File: src/rtl/sync_fifo_ram.sv
// Single-clock FIFO over an inferred RAM with registered read data and sticky overflow/underflow flags.
// Q loads one cycle after an accepted RE; writes on Full (without a read) and reads on Empty are dropped.
module sync_fifo_ram #(
    parameter int WIDTH    = 8,
    parameter int DEPTH    = 16,
    parameter int AF_LEVEL = DEPTH - 2,
    parameter int AE_LEVEL = 2
) (
    input  logic                         Clock,
    input  logic                         Reset,
    input  logic                         WE,
    input  logic [WIDTH-1:0]             Data,
    input  logic                         RE,
    input  logic                         ClearErr,
    output logic [WIDTH-1:0]             Q,
    output logic [$clog2(DEPTH+1)-1:0]   Count,
    output logic                         Full,
    output logic                         Empty,
    output logic                         AlmostFull,
    output logic                         AlmostEmpty,
    output logic                         Overflow,
    output logic                         Underflow
);

    localparam int AW = (DEPTH > 1) ? $clog2(DEPTH) : 1;
    localparam int CW = $clog2(DEPTH + 1);

    logic [WIDTH-1:0] mem [DEPTH];
    logic [AW-1:0]    wr_ptr;
    logic [AW-1:0]    rd_ptr;
    logic             wr_ok;
    logic             rd_ok;

    // Status flags decode only from the registered Count.
    assign Full        = (Count == CW'(DEPTH));
    assign Empty       = (Count == '0);
    assign AlmostFull  = (Count >= CW'(AF_LEVEL));
    assign AlmostEmpty = (Count <= CW'(AE_LEVEL));

    // A full FIFO still takes a write when a read frees a slot on the same edge.
    assign rd_ok = RE && !Empty;
    assign wr_ok = WE && (!Full || rd_ok);

    function automatic logic [AW-1:0] next_ptr(input logic [AW-1:0] p);
        return (p == AW'(DEPTH - 1)) ? '0 : p + 1'b1;
    endfunction

    // Storage is left untouched by reset; only pointers and Count forget it.
    always_ff @(posedge Clock) begin
        if (wr_ok) begin
            mem[wr_ptr] <= Data;
        end
    end

    always_ff @(posedge Clock or posedge Reset) begin
        if (Reset) begin
            wr_ptr <= '0;
            rd_ptr <= '0;
            Count  <= '0;
            Q      <= '0;
        end else begin
            if (wr_ok) begin
                wr_ptr <= next_ptr(wr_ptr);
            end
            if (rd_ok) begin
                rd_ptr <= next_ptr(rd_ptr);
                Q      <= mem[rd_ptr];
            end
            if (wr_ok && !rd_ok) begin
                Count <= Count + 1'b1;
            end else if (rd_ok && !wr_ok) begin
                Count <= Count - 1'b1;
            end
        end
    end

    // A new error in the same cycle as ClearErr keeps its flag set.
    always_ff @(posedge Clock or posedge Reset) begin
        if (Reset) begin
            Overflow  <= 1'b0;
            Underflow <= 1'b0;
        end else begin
            if (WE && !wr_ok) begin
                Overflow <= 1'b1;
            end else if (ClearErr) begin
                Overflow <= 1'b0;
            end
            if (RE && Empty) begin
                Underflow <= 1'b1;
            end else if (ClearErr) begin
                Underflow <= 1'b0;
            end
        end
    end

endmodule
File: config.mk
export PLATFORM = sky130hd
export DESIGN_NAME = sync_fifo_ram
export DESIGN_NICKNAME = d
export VERILOG_FILES = /design/src/rtl/sync_fifo_ram.sv
export SDC_FILE = /design/constraint.sdc
export NUM_CORES = 1
export LEC_CHECK = 0
export CELL_PAD_IN_SITES_DETAIL_PLACEMENT = 0
export CELL_PAD_IN_SITES_GLOBAL_PLACEMENT = 2
export CORE_MARGIN = 2
export CORE_UTILIZATION = 48
export DETAILED_ROUTE_END_ITERATION = 6
export PLACE_DENSITY = 0.93
export REMOVE_ABC_BUFFERS = 1
export SLEW_MARGIN = 5
export SYNTH_ARGS = -nofsm -noshare
export SYNTH_HDL_FRONTEND = slang
export SYNTH_SLANG_ARGS = --single-unit
File: constraint.sdc
create_clock -name Clock -period 7.1 [get_ports Clock]
set_clock_uncertainty 0.1 [all_clocks]
set_input_delay 1.42 -clock Clock [delete_from_list [all_inputs] [get_ports Clock]]
set_output_delay 1.42 -clock Clock [all_outputs]
set_load 0.01 [all_outputs]
==> metrics <==
initial antenna violation count 0; synthesized flop and latch total 151; synth top area cells edfxtp_1 (63%), dfrtp_1 (9.4%), mux2i_1 (8.0%), mux4_2 (2.9%), nor2_1 (2.0%); initial core utilization 0.488; IO Pins 32; worst slew pin tran 1230 ps; Synth async-reset ratio 0.152; worst skew pair latency 420 ps; WHS Path Cells 1; Final Hold Fails 0; Max Slew Vio Count 0; Leak 2.51 nW; M1 WL 5160 um; unique cell type count in the Yosys netlist 40; Setup violations, final 0; clk sinks 151; Post-synth EDFFs 128; yosys warns 0; detailed-route via count 3,307; die footprint 0.0137 mm^2; area of the multi-input gates 0.00158 mm^2; met3 WL post-DR 650 um; Highest Signal Layer met4; Crit Path Category flip-flop to primary output; DP HPWL 7630 um; vias in the first global route 3,337; Hold Path Sink Overflow; number of gates resized after CTS 0; Critical Path Sink Type primary output; CTS root buf clkbuf_16; Placer Congestion 0.764; Worst path slowest cell or4_4; post-synthesis sequential area ratio 0.720; area growth from synthesis to layout 16.2%; Critical Path Start Type flip-flop; core area 0.0126 mm^2; area of the mapped netlist 0.00614 mm^2; Max-slew headroom 0.174; Crit Reg-Reg Endpoint Count[4]; die span in x 117 um; crit path DAT 2200 ps; fin crit period 3720 ps; vias per cell 5.59; non-filler cells, final 592; Main synth FF type edfxtp_1; # hold bufs at CTS 0; cts bufs inserted 17; max-cap viol count 0; router iterations before antenna repair 4; port bufs 31; fillers 938; Largest stage delay, worst path 610 ps; required time of the critical path 5580 ps; Max VDD drop 0.161 mV; first-pass GRT wire length 18,400 um; outcome completed; share of layout cells above drive strength 1 0.114; dpl ws 2980 ps; hold_sp Overflow; CP Cell Sequence or4_4, nor2_1, clkdlybuf4s50_1; clock-pin slew on the worst setup and hold paths 60 ps; # DRC 0; Reg-to-Reg Start Count[0]; met2 wire length 5880 um; dominant cell type by area after synthesis edfxtp_1; Synth top area share 0.626; Hold Crit Class flip-flop to flip-flop; routed len/inst 20.2 um; cell count after synthesis 375; P per Cell Area 401 mW/mm^2; gr usage total 0.191; drt total wl 12,000 um; setup ws final 3380 ps; Fmax achieved 269 MHz; syn_area_per_cell 16.4 um^2; worst-path maximum fanout 6; Remaining Overflow, GRT 0; worst reg2reg setup slack 4000 ps; H-tree level count 4; Max clock buf depth 2; period utilisation layout 0.524; largest net degree at the start of global routing 33; worst r2r path cells 9; final net count 430; Core Rows 41; Iteration-0 DRC Markers 289; CTS tree yes; Die Y-Extent 117 um; Setup TNS 0 ps; FF/Latch Area 0.00442 mm^2; Post-CTS Setup Inserts 0; antenna cells 0; unrepaired setup endpoints after global routing false; Final ANT Viol Nets 0; # placed instances 560
==> worst max-delay path: cells and delay by family, from the launching register on <==
family	cells	cell delay (ps)
AND/OR/NAND/NOR	2	760
buffers and inverters	1	560
flip-flops	1	470
==> registers in the layout, summed over array words and instances, names as in the netlist <==
signal and cells:
Count 5, rd_ptr 4, Overflow 1, mem 128
Underflow 1, wr_ptr 4, Q 8
==> through the flow <==
step	instance area, um^2	power [mW]	hold slack, ps	utilization
3_3_place_gp	6570	2.00	405	0.523
5_1_grt	7130	3.00	455	0.567
6_report	7130	2.86	419	0.567
4_1_cts	7130	2.87	422	0.567
3_5_place_dp	6570	2.02	410	0.523
2_1_floorplan	6020	1.73	446	-
==> how the worst max path moves through the flow <==
| stage | startpoint | end | slack, ps | cells past startpoint |
|---|---|---|---|---|
| 4_1_cts | Count[0] | Empty | 3360 | 3 |
| 3_3_place_gp | RE | Count[4] | 3090 | 9 |
| 5_1_grt | RE | Count[4] | 3280 | 9 |
| 3_5_place_dp | RE | mem[0][7] | 2980 | 4 |
| 2_1_floorplan | RE | Count[4] | 3810 | 8 |
| 6_report | Count[0] | Empty | 3380 | 3 |
==> area by class of cell <==
type	instances	area share
clock buffers	19	0.0607
clock inverters	13	0.0182
inverters	7	0.00368
multi-input cells	196	0.221
flip-flops and latches	151	0.620
well taps	172	0.0302
repair buffers	34	0.0467
==> per-layer routing <==
metal	global-route usage	vias up
met5	0	-
met4	0.0941	0
met3	0.0453	24
met2	0.297	98
met1	0.256	1668
li1	-	1517
==> power by group <==
part / switching, mW / internal [mW]
logic: 0.447 / 0.376
clock network: 0.336 / 0.514
registers: 0.0928 / 1.09
==> placed cells by master, fill, tap and decap left out, drive strengths merged, types with 3 or more instances in the layout <==
master and count:
nor3 6, mux2 3, nor2 32, inv 8, xnor2 5, ha 9
nand3 5, mux4 8, nand2 10, edfxtp 128, dfrtp 23, a31oi 9
o21ai 12, a21o 3, o22ai 16, a22o 3, clkdlybuf4s50 31, a221oi 8
mux2i 49, clkbuf 19, clkinv 9, buf 3
==> synthesized netlist by cell type, types with 2 or more instances <==
library cell,instances
xnor2_1,5
a221oi_1,8
buf_4,3
o21ai_0,12
nor2_1,32
a31oi_1,9
ha_1,9
clkbuf_2,2
nand2_1,10
a21o_1,2
a21oi_1,2
nor2b_1,2
o22ai_1,16
mux2i_1,49
dfrtp_1,23
a22o_1,3
mux2_2,3
clkbuf_1,5
nand2b_1,2
nand3b_1,2
buf_2,7
nand3_1,4
buf_1,2
nor3_1,6
edfxtp_1,128
mux4_2,8
buf_6,2
inv_1,7
==> kinds of logic (layout without fill, tap and decap cells) <==
kind of cell | count (synthesis) | count (layout) | synth area share
XOR/XNOR | 6 | 6 | 0.00856
flip-flops | 151 | 151 | 0.720
AND/OR/NAND/NOR | 62 | 62 | 0.0463
buffers and inverters | 28 | 73 | 0.0232
multiplexers | 60 | 60 | 0.115
AO/OA/AOI/OAI | 58 | 58 | 0.0654
adder cells (fa/ha/maj) | 10 | 10 | 0.0216
No activity file was read; power rests on OpenSTA's default activity.
